==> config.mk <==
export PLATFORM = sky130hd
export DESIGN_NAME = jtframe_upld
export DESIGN_NICKNAME = d
export VERILOG_FILES = /design/src/rtl/jtframe_upld.sv
export SDC_FILE = /design/constraint.sdc
export NUM_CORES = 1
export LEC_CHECK = 0
export ABC_CLOCK_PERIOD_IN_PS = 7500
export BUFFER_PORTS_ARGS = -buffer_cell sky130_fd_sc_hd__buf_4
export CELL_PAD_IN_SITES_DETAIL_PLACEMENT = 1
export CELL_PAD_IN_SITES_GLOBAL_PLACEMENT = 2
export CORE_ASPECT_RATIO = 1.1
export CORE_MARGIN = 2
export CORE_UTILIZATION = 37
export CTS_CLUSTER_DIAMETER = 30
export CTS_CLUSTER_SIZE = 16
export DETAILED_ROUTE_END_ITERATION = 7
export PLACE_DENSITY = 0.9
export REMOVE_ABC_BUFFERS = 1
export SLEW_MARGIN = 5
export SYNTH_ARGS = -nofsm -noshare
export SYNTH_HDL_FRONTEND = slang
export SYNTH_SLANG_ARGS = --single-unit
==> constraint.sdc <==
create_clock -name clk -period 7.5 [get_ports clk]
set_input_delay 0.75 -clock clk [delete_from_list [all_inputs] [get_ports clk]]
set_output_delay 0.75 -clock clk [all_outputs]
set_load 0.02 [all_outputs]
==> src/rtl/jtframe_upld.sv <==
// Upload adapter: serves ioctl byte reads from SDRAM 16-bit words, with a
// one-word cache so the second byte of a word needs no extra SDRAM access.
module jtframe_upld #(
  parameter logic [21:0] SDRAM_OFFSET = 22'd0,
  parameter logic [7:0]  TIMEOUT      = 8'd255
) (
  input  logic        clk,
  input  logic        rst,
  input  logic        uploading,
  input  logic [24:0] ioctl_addr,
  input  logic        ioctl_rd,
  output logic [7:0]  ioctl_din,
  output logic        ioctl_wait,
  output logic        upld_err,
  output logic [21:0] prog_addr,
  output logic        prog_rd,
  input  logic        sdram_ack,
  input  logic        data_rdy,
  input  logic [15:0] data_read
);

  typedef enum logic [1:0] {IDLE, REQ, WAIT} state_t;

  state_t      state;
  logic [7:0]  timer;
  logic        odd;
  logic        cache_valid;
  logic [21:0] cache_tag;
  logic [15:0] cache_word;

  logic [21:0] word_addr;
  logic        cache_hit;
  logic        timer_done;

  // Sum is 22 bits wide, so the offset wraps modulo 2^22.
  assign word_addr  = ioctl_addr[22:1] + SDRAM_OFFSET;
  assign cache_hit  = cache_valid && (cache_tag == word_addr);
  assign timer_done = (8'(timer + 8'd1) == TIMEOUT);

  // Even byte addresses live in the upper half, matching the download masks.
  function automatic logic [7:0] pick_byte(input logic [15:0] word, input logic lane);
    return lane ? word[7:0] : word[15:8];
  endfunction

  // NOTE: all state here uses non-blocking assignments so every register
  // samples the pre-edge values, regardless of statement order.
  always_ff @(posedge clk) begin
    if (rst) begin
      state       <= IDLE;
      timer       <= 8'd0;
      odd         <= 1'b0;
      cache_valid <= 1'b0;
      prog_addr   <= 22'd0;
      prog_rd     <= 1'b0;
      ioctl_din   <= 8'd0;
      ioctl_wait  <= 1'b0;
      upld_err    <= 1'b0;
    end else if (!uploading) begin
      state       <= IDLE;
      timer       <= 8'd0;
      cache_valid <= 1'b0;
      prog_rd     <= 1'b0;
      ioctl_wait  <= 1'b0;
      upld_err    <= 1'b0;
    end else begin
      case (state)
        IDLE: begin
          if (ioctl_rd) begin
            if (cache_hit) begin
              ioctl_din <= pick_byte(cache_word, ioctl_addr[0]);
            end else begin
              prog_addr  <= word_addr;
              prog_rd    <= 1'b1;
              ioctl_wait <= 1'b1;
              odd        <= ioctl_addr[0];
              timer      <= 8'd0;
              state      <= REQ;
            end
          end
        end
        REQ, WAIT: begin
          timer <= timer + 8'd1;
          // Completion wins over a timeout landing on the same cycle.
          if (data_rdy && (state == WAIT || sdram_ack)) begin
            cache_tag   <= prog_addr;
            cache_word  <= data_read;
            cache_valid <= 1'b1;
            ioctl_din   <= pick_byte(data_read, odd);
            ioctl_wait  <= 1'b0;
            prog_rd     <= 1'b0;
            state       <= IDLE;
          end else if (timer_done) begin
            ioctl_din   <= 8'hFF;
            ioctl_wait  <= 1'b0;
            prog_rd     <= 1'b0;
            cache_valid <= 1'b0;
            upld_err    <= 1'b1;
            state       <= IDLE;
          end else if (state == REQ && sdram_ack) begin
            prog_rd <= 1'b0;
            state   <= WAIT;
          end
        end
        default: state <= IDLE;
      endcase
    end
  end

endmodule

==> results of run 1 <==
state kept, by name, indices dropped and copies added, names as in the netlist:
signal / flops
timer: 8
cache_tag: 22
prog_addr: 22
upld_err: 1
prog_rd: 1
ioctl_wait: 1
cache_word: 16
state: 2
odd: 1
ioctl_din: 8
cache_valid: 1
cell families after synthesis:
family / count (synthesis)
compound gates: 77
mux: 31
flops: 83
xor+xnor: 22
simple gates: 103
buf+inv: 21
fa+ha+maj: 7
how the worst max path moves through the flow:
stage,end,cells after the start,startpoint,slack (ns)
finish,prog_addr[13],7,ioctl_addr[2],4.58
detailed placement,prog_addr[6],7,ioctl_addr[2],4.14
global placement,prog_addr[1],7,ioctl_addr[2],4.19
floorplan,cache_tag[0],4,state[0],4.20
global route,cache_word[0],4,state[1],4.27
CTS,cache_word[0],4,state[1],4.52
metal layers:
metal	share of wire, %	global-route usage (%)	vias up
li1	-	-	1418
met1	43	21.46	1421
met2	49	29.91	58
met3	6.1	5.296	10
met4	1.4	5.577	0
met5	0	0	-
cell usage after synthesis, types with 3 or more instances:
cell,instances,area (sq um)
o21a_1,3,22.52
nand4_1,5,31.28
nor2b_1,10,62.56
edfxtp_1,38,1141
nor2_1,30,112.6
inv_1,6,22.52
a31oi_1,10,62.56
mux2i_1,31,310.3
nand3_1,14,70.07
xnor2_1,15,131.4
a21oi_1,13,65.06
ha_1,7,87.58
a211oi_1,16,120.1
nand2_1,19,71.32
nor3_1,4,20.02
or3_1,6,37.54
xor2_1,7,61.31
nand2b_1,3,18.77
o21ai_0,14,70.07
o22ai_1,6,37.54
dfxtp_1,45,900.9
clkbuf_1,11,41.29
area by class of cell:
type	count	share of cell area, %
well taps	120	3.243
repair buffers	77	12.49
clock inverters	6	1.405
multi-input cells	240	35.51
inverters	6	0.4865
flip-flops and latches	83	44.11
clock buffers	10	2.757
per-stage QoR:
step	worst slack (ns)	total power, W	utilization (%)	std cells	cell area, sq um
6_report	4.576	0.0009353	46.59	542	4629
3_3_place_gp	4.189	0.0006202	44.65	526	4437
4_1_cts	4.523	0.0009462	46.59	542	4629
3_5_place_dp	4.139	0.0006258	44.65	526	4437
2_1_floorplan	4.198	0.0005666	-	329	3701
5_1_grt	4.274	0.0009775	46.59	542	4629
power breakdown:
group | switching (W) | internal [W]
clock network | 0.000167 | 0.000155
logic | 0.0000693 | 0.0000534
registers | 0.00000851 | 0.000482
==> results_dict.tcl, run 1 <==
set metrics [dict create \
    status "complete, no violations" \
    drive_gt1_share_pct 23.93 \
    io_pins 80 \
    required_ns 7.73 \
    max-vdd-ir-drop_mv 0.09987 \
    synthCells 344 \
    synth_cell_types 48 \
    place_congestion 0.7854 \
    cap_violations 0 \
    reg2reg_from "state[1]" \
    die_x_um 100.5 \
    slew_headroom_pct 26.95 \
    antenna_cells 0 \
    grt_setup_unrepaired "false" \
    cts-root-buf "clkbuf_8" \
    die_area_sq_um 11060 \
    holdWs_ns 0.4644 \
    synth_top_family_by_area "compound AO/OA/AOI/OAI gates" \
    r2r_slack_ns 4.58 \
    synthFlopType "dfxtp_1" \
    wl_mm 9.227 \
    end_kind "flop" \
    clk_pin_slew_worst_paths_ns 0.09 \
    grt_use_total_pct 17.58 \
    min_period_ns 2.924 \
    synthAdderAreaFrac_pct 2.313 \
    reg2reg_depth 4 \
    syn_area_sq_um 3787 \
    io_buffer_count 77 \
    most-common-layout-cells "77 x buf_4, 45 x dfxtp_1, 38 x edfxtp_1, 31 x mux2i_1, 29 x nor2_1" \
    cts_repair_resize_count 0 \
    max_stage_delay_ns 0.92 \
    min_from "prog_addr[5]" \
    clock_latency_ns 0.36 \
    r2r-end "cache_word[0]" \
    hp-class "reg -> reg" \
    min_path_cells 0 \
    ant_nets 0 \
    initial_core_util_pct 38.11 \
    start_kind "primary input" \
    grt_max_degree 39 \
    layout_commonest_cell "buf_4" \
    cts_num_sinks 83 \
    drtPass1Iterations 4 \
    row_count 38 \
    cpMaxStageDelayCell "o2111ai_4" \
    yosysWarnings 0 \
    synthSimpleGateAreaFrac_pct 13.61 \
    setup_violations 0 \
    areaGrowthSynthToFinish_pct 22.23 \
    synth_xor_area_share_pct 5.088 \
    grt_pass1_vias 3086 \
    timing_hold_violations_final 0 \
    htreeDepth 3 \
    ctsHoldBuffers 0 \
    cts_setup_buffers 0 \
    finalCritPeriodShare_pct 38.98 \
    yosysSeqAreaShare_pct 53.91 \
    fin_worst_skew_ns 0.01175 \
    crit_arrival_ns 3.16 \
    tns_ns 0 \
    antenna_found_initial 0 \
    multi_input_area_sq_um 1644 \
    clock_path_buffers 2 \
    cts_tree "yes" \
    cp_top_family "compound AO/OA/AOI/OAI gates" \
    p_leak_nw 1.787 \
    ys_ff_latch 83 \
    fillCellCount 1106 \
    drt_iter0_markers 156 \
    grt_overflow 0 \
    synth-edff-count 38 \
    avgSynthCellArea_sq_um 11.01 \
    max_freq_ghz 0.3420 \
    hpwlAfterDp_mm 6.742 \
    min_to "cache_tag[5]" \
    nets 471 \
    grt_pass1_wl_mm 15.15 \
    cts_inserted_buffers 9 \
    core_sq_um 9937 \
    synthArstFlopShare_pct 0 \
    synth_compound_area_share_pct 14.01 \
    dieHeight_um 110.1 \
    viasPerCell 5.363 \
    ff_latch_area_sq_um 2042 \
    slew_viol_final 0 \
    crit_chain "buf_4 > xnor2_1 > nand4_1 > or4_1 > o2111ai_4 > mux2i_1 > nor2_1" \
    wl_per_cell_um 17.02 \
    synth_mux_area_share_pct 8.193 \
    critical_path_class "in -> reg" \
    cp_max_fo 23 \
    powerDensity_nw_per_um2 202.0 \
    drc 0 \
    tightest_slew_ns 1.093 \
    vias 2907 \
    timing.critical_path.buf_inv 1 \
]
(Power assumes the default switching activity.)
==> inputs of run 2 (changes only) <==
--- a/config.mk
+++ b/config.mk
@@ -5,17 +5,17 @@
 export SDC_FILE = /design/constraint.sdc
 export NUM_CORES = 1
 export LEC_CHECK = 0
-export ABC_CLOCK_PERIOD_IN_PS = 7500
+export ABC_CLOCK_PERIOD_IN_PS = 2700
 export BUFFER_PORTS_ARGS = -buffer_cell sky130_fd_sc_hd__buf_4
 export CELL_PAD_IN_SITES_DETAIL_PLACEMENT = 1
 export CELL_PAD_IN_SITES_GLOBAL_PLACEMENT = 2
 export CORE_ASPECT_RATIO = 1.1
 export CORE_MARGIN = 2
-export CORE_UTILIZATION = 37
+export CORE_UTILIZATION = 35
 export CTS_CLUSTER_DIAMETER = 30
 export CTS_CLUSTER_SIZE = 16
 export DETAILED_ROUTE_END_ITERATION = 7
-export PLACE_DENSITY = 0.9
+export PLACE_DENSITY = 0.86
 export REMOVE_ABC_BUFFERS = 1
 export SLEW_MARGIN = 5
 export SYNTH_ARGS = -nofsm -noshare
==> constraint.sdc (replaced) <==
create_clock -name clk -period 2.7 [get_ports clk]
set_input_delay 0.27 -clock clk [delete_from_list [all_inputs] [get_ports clk]]
set_output_delay 0.27 -clock clk [all_outputs]
set_load 0.02 [all_outputs]
==> run 2 against run 1 <==
  * Sequential share of layout area down 1.7 points
  * Design area is 4.1% higher
  * Via count increased by 1.5%
  * First-iteration DRC count increased by 9.6%
  * Critical path depth decreased by 1
  * Clock skew shrank 0.0077 ns
  * Sequential power increased to 2.8 times the previous value
  * Core utilization is 0.46 points lower
  * Hold slack got worse by 0.34 ns
  * Total power grew to 3.0 times the previous value
  * Highest routed layer unchanged
  * Critical path type is now reg -> reg
==> results_dict.tcl, run 2 (synthesis results as in run 1) <==
set metrics [dict create \
    drc 0 \
    switching_share_pct 24.52 \
    p_switching_w 0.0006969 \
    cp_max_fo 8 \
    utilization_pct 46.13 \
    die_area_sq_um 11670 \
    clock_path_buffers 2 \
    dieHeight_um 113.1 \
    clk_pin_slew_worst_paths_ns 0.06 \
    nets 479 \
    wl_mm 9.519 \
    grt_setup_unrepaired "false" \
    cts_num_sinks 83 \
    hpwlAfterDp_mm 6.891 \
    end_kind "flop" \
    cts-root-buf "clkbuf_16" \
    crit_chain "xnor2_1 > nand4_1 > or4_1 > o21a_1 > nand2_1 > o32ai_1" \
    setup_violations 0 \
    vias 2950 \
    cpMaxStageDelayCell "or4_1" \
    grt_use_total_pct 17.35 \
    min_period_ns 2.360 \
    cts_setup_buffers 0 \
    layout_commonest_cell "buf_4" \
    antenna_found_initial 0 \
    powerDensity_nw_per_um2 590.0 \
    power_frac_clock_pct 39.5 \
    max_freq_ghz 0.4238 \
    max-vdd-ir-drop_mv 0.4538 \
    min_path_cells 1 \
    cts_tree "yes" \
    start_kind "flop" \
    p_comb_share_pct 12.5 \
    htreeDepth 3 \
    status "complete, no violations" \
    initial_core_util_pct 36.27 \
    cts_inserted_buffers 9 \
    drtPass1Iterations 4 \
    crit_arrival_ns 2.56 \
    most-common-layout-cells "83 x buf_4, 45 x dfxtp_1, 38 x edfxtp_1, 31 x mux2i_1, 29 x nor2_1" \
    grt_max_degree 36 \
    antenna_cells 0 \
    ant_nets 0 \
    clock_latency_ns 0.33 \
    tns_ns 0 \
    io_buffer_count 77 \
    seq_power_share_pct 48.0 \
    grt_pass1_wl_mm 15.52 \
    layout_top_registers "cache_tag: 22 flops, prog_addr: 22 flops, cache_word: 16 flops" \
    slew_headroom_pct 58.44 \
    hp-class "in -> reg" \
    wl_per_cell_um 16.61 \
    cts_repair_resize_count 0 \
    die_x_um 103.2 \
    core_sq_um 10440 \
    slew_viol_final 0 \
    grt_pass1_vias 3150 \
    critical_path_class "reg -> reg" \
    drive_gt1_share_pct 24.42 \
    io_pins 80 \
    max_stage_delay_ns 0.73 \
    viasPerCell 5.148 \
    cap_violations 0 \
    reg2reg_depth 6 \
    ctsHoldBuffers 0 \
    p_leak_nw 1.869 \
    required_ns 2.90 \
    cell_internal_pwr_w 0.002145 \
    fin_worst_skew_ns 0.004022 \
    grt_overflow 0 \
    areaGrowthSynthToFinish_pct 27.19 \
    row_count 39 \
    drt_iter0_markers 171 \
    tightest_slew_ns 0.6233 \
    finalCritPeriodShare_pct 87.39 \
    place_congestion 0.8051 \
    timing_hold_violations_final 0 \
]
-- run 2: critical path: cells and delay by family, from the launching register on --
kind,cells,cell delay [ns]
flip-flops,1,0.39
XOR/XNOR,1,0.16
AND/OR/NAND/NOR,3,1.17
AO/OA/AOI/OAI,2,0.51
-- run 2: layer usage --
metal  share of wire (%)  vias up  global-route usage [%]
met1                  43     1442                   20.49
met5                   0        -                       0
met4                 1.3        0                   5.175
li1                    -     1440                       -
met3                 5.3       10                   6.362
met2                  50       58                   29.26
-- run 2: power by group through the flow --
stage	clock (W)	sequential, W	combinational, W
finish	0.00112	0.00136	0.000355
detailed placement	0	0.00139	0.000358
CTS	0.00115	0.00136	0.000359
global route	0.00122	0.00137	0.000389
floorplan	0	0.00141	0.000160
global placement	0	0.00139	0.000347
-- run 2: final timing paths --
kind / start / to / slack [ns]
max reg2reg: cache_tag[8] / timer[6] / 0.34
max: cache_tag[8] / timer[6] / 0.34
min reg2reg: prog_addr[2] / cache_tag[2] / 0.46
min: data_read[7] / cache_word[7] / 0.12
-- run 2: final cells by class --
| type | count | area (sq um) |
|---|---|---|
| clock buffers | 13 | 250.2 |
| repair buffers | 85 | 663.1 |
| clock inverters | 3 | 16.27 |
| multi-input cells | 240 | 1644 |
| flip-flops and latches | 83 | 2042 |
| inverters | 6 | 22.52 |
| fillers | 1171 | 5625 |
| well taps | 143 | 178.9 |
-- run 2: metrics by stage --
| step | power (W) | hold WS [ns] | setup WS (ns) | cells | instance area (sq um) |
|---|---|---|---|---|---|
| 5_1_grt | 0.002974 | 0.1042 | 0.1631 | 573 | 4817 |
| 3_3_place_gp | 0.001736 | 0.4402 | 0.3420 | 557 | 4551 |
| 6_report | 0.002842 | 0.1205 | 0.3404 | 573 | 4817 |
| 2_1_floorplan | 0.001574 | 0.3391 | -0.6018 | 329 | 3701 |
| 3_5_place_dp | 0.001750 | 0.4479 | 0.2981 | 557 | 4551 |
| 4_1_cts | 0.002876 | 0.1082 | 0.2987 | 573 | 4817 |
